### src/rtl/composite_router.sv
// Packet router: one meta word per packet steers the packet's data beats to one
// of four registered output channels chosen by meta[1:0].
module composite_router #(
    parameter int META_W = 8,
    parameter int DATA_W = 32,
    parameter int KEEP_W = DATA_W / 8
) (
    input  logic              clock,
    input  logic              reset,
    input  logic              io_in_meta_valid,
    output logic              io_in_meta_ready,
    input  logic [META_W-1:0] io_in_meta_bits,
    input  logic              io_in_data_valid,
    output logic              io_in_data_ready,
    input  logic              io_in_data_bits_last,
    input  logic [DATA_W-1:0] io_in_data_bits_data,
    input  logic [KEEP_W-1:0] io_in_data_bits_keep,
    output logic              io_out_meta0_valid,
    input  logic              io_out_meta0_ready,
    output logic [META_W-1:0] io_out_meta0_bits,
    output logic              io_out_meta1_valid,
    input  logic              io_out_meta1_ready,
    output logic [META_W-1:0] io_out_meta1_bits,
    output logic              io_out_meta2_valid,
    input  logic              io_out_meta2_ready,
    output logic [META_W-1:0] io_out_meta2_bits,
    output logic              io_out_meta3_valid,
    input  logic              io_out_meta3_ready,
    output logic [META_W-1:0] io_out_meta3_bits,
    output logic              io_out_data0_valid,
    input  logic              io_out_data0_ready,
    output logic              io_out_data0_bits_last,
    output logic [DATA_W-1:0] io_out_data0_bits_data,
    output logic [KEEP_W-1:0] io_out_data0_bits_keep,
    output logic              io_out_data1_valid,
    input  logic              io_out_data1_ready,
    output logic              io_out_data1_bits_last,
    output logic [DATA_W-1:0] io_out_data1_bits_data,
    output logic [KEEP_W-1:0] io_out_data1_bits_keep,
    output logic              io_out_data2_valid,
    input  logic              io_out_data2_ready,
    output logic              io_out_data2_bits_last,
    output logic [DATA_W-1:0] io_out_data2_bits_data,
    output logic [KEEP_W-1:0] io_out_data2_bits_keep,
    output logic              io_out_data3_valid,
    input  logic              io_out_data3_ready,
    output logic              io_out_data3_bits_last,
    output logic [DATA_W-1:0] io_out_data3_bits_data,
    output logic [KEEP_W-1:0] io_out_data3_bits_keep
);

    typedef enum logic {IDLE, BUSY} state_t;

    state_t            state;
    logic [1:0]        dest;
    logic              meta_pend;
    logic [META_W-1:0] meta_q;

    logic              buf_last [2];
    logic [DATA_W-1:0] buf_data [2];
    logic [KEEP_W-1:0] buf_keep [2];
    logic              rd_ptr;
    logic              wr_ptr;
    logic [1:0]        count;

    logic [3:0] meta_rdy_vec;
    logic [3:0] data_rdy_vec;
    logic [3:0] meta_vld_vec;
    logic [3:0] data_vld_vec;
    logic       meta_acc;
    logic       meta_take;
    logic       push;
    logic       pop;

    assign meta_rdy_vec = {io_out_meta3_ready, io_out_meta2_ready,
                           io_out_meta1_ready, io_out_meta0_ready};
    assign data_rdy_vec = {io_out_data3_ready, io_out_data2_ready,
                           io_out_data1_ready, io_out_data0_ready};

    // Next meta waits for an empty buffer so buffered beats never follow a new dest.
    assign io_in_meta_ready = (state == IDLE) && !meta_pend && (count == 2'd0);
    assign io_in_data_ready = (state == BUSY) && (count < 2'd2);

    assign meta_acc  = io_in_meta_valid && io_in_meta_ready;
    assign meta_take = meta_pend && meta_rdy_vec[dest];
    assign push      = io_in_data_valid && io_in_data_ready;
    assign pop       = (count != 2'd0) && data_rdy_vec[dest];

    always_ff @(posedge clock or negedge reset) begin
        if (!reset) begin
            state     <= IDLE;
            dest      <= 2'd0;
            meta_pend <= 1'b0;
            rd_ptr    <= 1'b0;
            wr_ptr    <= 1'b0;
            count     <= 2'd0;
        end else begin
            case (state)
                IDLE: if (meta_acc) begin
                    state <= BUSY;
                    dest  <= io_in_meta_bits[1:0];
                end
                BUSY: if (push && io_in_data_bits_last) state <= IDLE;
                default: state <= IDLE;
            endcase
            if (meta_acc)       meta_pend <= 1'b1;
            else if (meta_take) meta_pend <= 1'b0;
            if (push) wr_ptr <= ~wr_ptr;
            if (pop)  rd_ptr <= ~rd_ptr;
            case ({push, pop})
                2'b10:   count <= count + 2'd1;
                2'b01:   count <= count - 2'd1;
                default: ;
            endcase
        end
    end

    // Payload registers carry no reset; validity is tracked by meta_pend and count.
    always_ff @(posedge clock) begin
        if (meta_acc) meta_q <= io_in_meta_bits;
        if (push) begin
            buf_last[wr_ptr] <= io_in_data_bits_last;
            buf_data[wr_ptr] <= io_in_data_bits_data;
            buf_keep[wr_ptr] <= io_in_data_bits_keep;
        end
    end

    assign meta_vld_vec = {4{meta_pend}} & (4'b0001 << dest);
    assign data_vld_vec = {4{count != 2'd0}} & (4'b0001 << dest);

    assign io_out_meta0_valid = meta_vld_vec[0];
    assign io_out_meta1_valid = meta_vld_vec[1];
    assign io_out_meta2_valid = meta_vld_vec[2];
    assign io_out_meta3_valid = meta_vld_vec[3];
    assign io_out_meta0_bits  = meta_q;
    assign io_out_meta1_bits  = meta_q;
    assign io_out_meta2_bits  = meta_q;
    assign io_out_meta3_bits  = meta_q;

    assign io_out_data0_valid     = data_vld_vec[0];
    assign io_out_data1_valid     = data_vld_vec[1];
    assign io_out_data2_valid     = data_vld_vec[2];
    assign io_out_data3_valid     = data_vld_vec[3];
    assign io_out_data0_bits_last = buf_last[rd_ptr];
    assign io_out_data1_bits_last = buf_last[rd_ptr];
    assign io_out_data2_bits_last = buf_last[rd_ptr];
    assign io_out_data3_bits_last = buf_last[rd_ptr];
    assign io_out_data0_bits_data = buf_data[rd_ptr];
    assign io_out_data1_bits_data = buf_data[rd_ptr];
    assign io_out_data2_bits_data = buf_data[rd_ptr];
    assign io_out_data3_bits_data = buf_data[rd_ptr];
    assign io_out_data0_bits_keep = buf_keep[rd_ptr];
    assign io_out_data1_bits_keep = buf_keep[rd_ptr];
    assign io_out_data2_bits_keep = buf_keep[rd_ptr];
    assign io_out_data3_bits_keep = buf_keep[rd_ptr];

endmodule
### config.mk
export PLATFORM = sky130hd
export DESIGN_NAME = composite_router
export DESIGN_NICKNAME = d
export VERILOG_FILES = /design/src/rtl/composite_router.sv
export SDC_FILE = /design/constraint.sdc
export NUM_CORES = 1
export LEC_CHECK = 0
export BUFFER_PORTS_ARGS = -buffer_cell sky130_fd_sc_hd__buf_2
export CORE_ASPECT_RATIO = 1.1
export CORE_MARGIN = 2
export CORE_UTILIZATION = 44
export CTS_CLUSTER_DIAMETER = 100
export DETAILED_ROUTE_END_ITERATION = 8
export PLACE_DENSITY = 0.87
export SLEW_MARGIN = 10
export SYNTH_ARGS = -nofsm -noshare
export SYNTH_HDL_FRONTEND = slang
export SYNTH_SLANG_ARGS = --single-unit
export TNS_END_PERCENT = 50
### constraint.sdc
create_clock -name clock -period 3.7 [get_ports clock]
set_input_delay 0.74 -clock clock [delete_from_list [all_inputs] [get_ports clock]]
set_output_delay 0.74 -clock clock [all_outputs]
set_load 0.1 [all_outputs]
==> run metrics <==
status finished, final reports clean; Design Area, Final 4970 um^2; Setup-failing EPs final 0; period utilisation layout 0.760; Max-cap violations 0; placer congestion estimate 0.742; TritonCTS Sinks 90; RSZ-0062 raised after global routing false; commonest non-fill, non-tap cell in the layout buf_2; Initial Utilization 0.451; most frequent cells in the layout 246 x buf_2, 82 x edfxtp_1, 37 x mux2_2; Hold Crit Class input port to async pin; clk_lat worst skew 340 ps; antenna violations before repair 1; Slew Viols, Final 0; critical path type flip-flop to primary output; die area 10800 um^2; element type at the critical path start flip-flop; hold buffers post-CTS 0; Worst slew margin 0.431; HPWL Detailed 5.65 mm; Max stage delay on crit path 930 ps; vias in the first global route 2265; die width 99.5 um; crit-path cells mux2_2, buf_2; grt ovf 0; Core Area 9790 um^2; Vias 2464; CP bufs+invs 1; TritonCTS clock tree done; first-pass iteration count of the detailed router 4; Distinct cells, synth 22; post-DR vias/cell 4.49; CTS buffer count 9; Clk Tree Root Cell clkbuf_8; area of the multi-input gates 701 um^2; clk slew on worst S/H paths 80 ps; Routed Antenna Nets 0; flip-flop and latch area 2660 um^2; critical path required time 2960 ps; Final nets 481; synth warn 0; Ports 247; H-tree Lvls 3; Setup TNS 0 ps; Routed WL 7.54 mm; Final Core Density 0.508; Resize count post-CTS 0; FMAX 0.356 GHz; gr usage total 0.130; P&R area growth vs syn 12.7%; share of cells above drive strength 1 0.720; CP max stage cell dfrtp_2; Clock Path Buffers 2; Crit. End Element primary output; clock skew 5.74 ps; Filler Cell Count 849; Hold Vio Cnt, Final 0; port bufs 246; Synth Instances 305; Max FO, Critical Path 38; initial DRC count 56; Slew @ Worst Pin 854 ps; Post-Place Cell Area 4780 um^2; Yosys reg bits 90; largest net degree at the start of global routing 39; row cnt 38; residual DRC count 0; Final Hold Slack 221 ps; min Tclk post-route 2810 ps; sequential area share after synthesis 0.603; routed len/inst 13.7 um; Post-CTS Setup Repair Bufs 0; Largest delay share family, worst path flip-flops; post-synthesis area per instance 14.5 um^2; Post-Syn Area 4410 um^2; Post-Syn Nets 363; first-pass GRT wire length 10.7 mm; CP arrival 2070 ps; Die Ht 109 um
-- cells by family (layout without fill, tap and decap cells) --
| family | Yosys count | after routing | synth area share |
|---|---|---|---|
| flip-flops | 90 | 90 | 0.603 |
| XOR/XNOR | 5 | 5 | 0.00993 |
| multiplexers | 41 | 41 | 0.112 |
| other | 0 | 1 | 0 |
| AND/OR/NAND/NOR | 21 | 21 | 0.0281 |
| buffers and inverters | 145 | 268 | 0.241 |
| adder cells (fa/ha/maj) | 1 | 1 | 0.00283 |
| AO/OA/AOI/OAI | 2 | 2 | 0.00227 |
-- final timing paths --
kind                                      startpoint                    endpoint  slack [ps]  cells past startpoint
worst max-delay path              rd_ptr$_DFFE_PN0P_  io_out_data2_bits_data[20]         890                      2
worst min-delay path                           reset             state$_DFF_PN0_         220                      1
worst max register to register  count[1]$_DFFE_PN0P_   buf_data[1][15]$_DFFE_PP_        1580                      3
worst min register to register    wr_ptr$_DFFE_PN0N_          wr_ptr$_DFFE_PN0N_         560                      1
max in group asynchronous                      reset          rd_ptr$_DFFE_PN0P_        3290                      1
min in group clock                wr_ptr$_DFFE_PN0N_          wr_ptr$_DFFE_PN0N_         560                      1
-- synth_stat cells --
master	number	area (um^2)
o21ai_0	2	10.0
ha_1	1	12.5
mux2_2	37	417
inv_1	4	15.0
xor2_1	2	17.5
mux4_2	1	22.5
nand2_1	3	11.3
nor4_4	1	21.3
nor2_1	8	30.0
xnor2_1	3	26.3
nor3_1	4	20.0
buf_2	5	25.0
nand3b_1	2	15.0
mux4_1	1	26.3
nand2_2	1	6.26
dfrtp_1	8	200
edfxtp_1	82	2460
mux2_4	2	30.0
nor2b_4	1	13.8
buf_6	1	11.3
buf_4	135	1010
nor2b_1	1	6.26
-- per-stage QoR --
step / worst slack (ps) / instances
finish: 887 / 549
global route: 741 / 548
CTS: 817 / 548
detailed placement: 1230 / 532
global placement: 1220 / 532
floorplan: 349 / 305
-- area by class of cell --
type | count | area share
antenna | 1 | 0.000503
tap | 120 | 0.0302
inverter | 4 | 0.00302
clock buffer | 9 | 0.0249
multi-input combinational | 70 | 0.141
timing repair buffer | 248 | 0.251
clock inverter | 7 | 0.0141
sequential | 90 | 0.536
-- flip-flops by register name, summed over array words and instances, names as in the netlist --
register	count
buf_data	64
buf_keep	8
io_out_meta0_bits	8
buf_last	2
count	2
dest	2
meta_pend	1
rd_ptr	1
state	1
wr_ptr	1
-- metal layers --
layer | track usage | wire length, um | vias up
li1 | - | - | 1155
met1 | 0.131 | 2600 | 1158
met2 | 0.241 | 4100 | 145
met3 | 0.0455 | 753 | 6
met4 | 0.0558 | 87 | 0
met5 | 0 | 0 | -
-- worst register-to-register path: stages, from the launching register on --
cell	delay (ps)
dfrtp_1	480
nand3b_1	370
nor2_4	560
buf_4	380
Power is left out: the tool's default activity adds up to more than one toggle a clock period on the data nets, which glitch-free logic cannot reach.
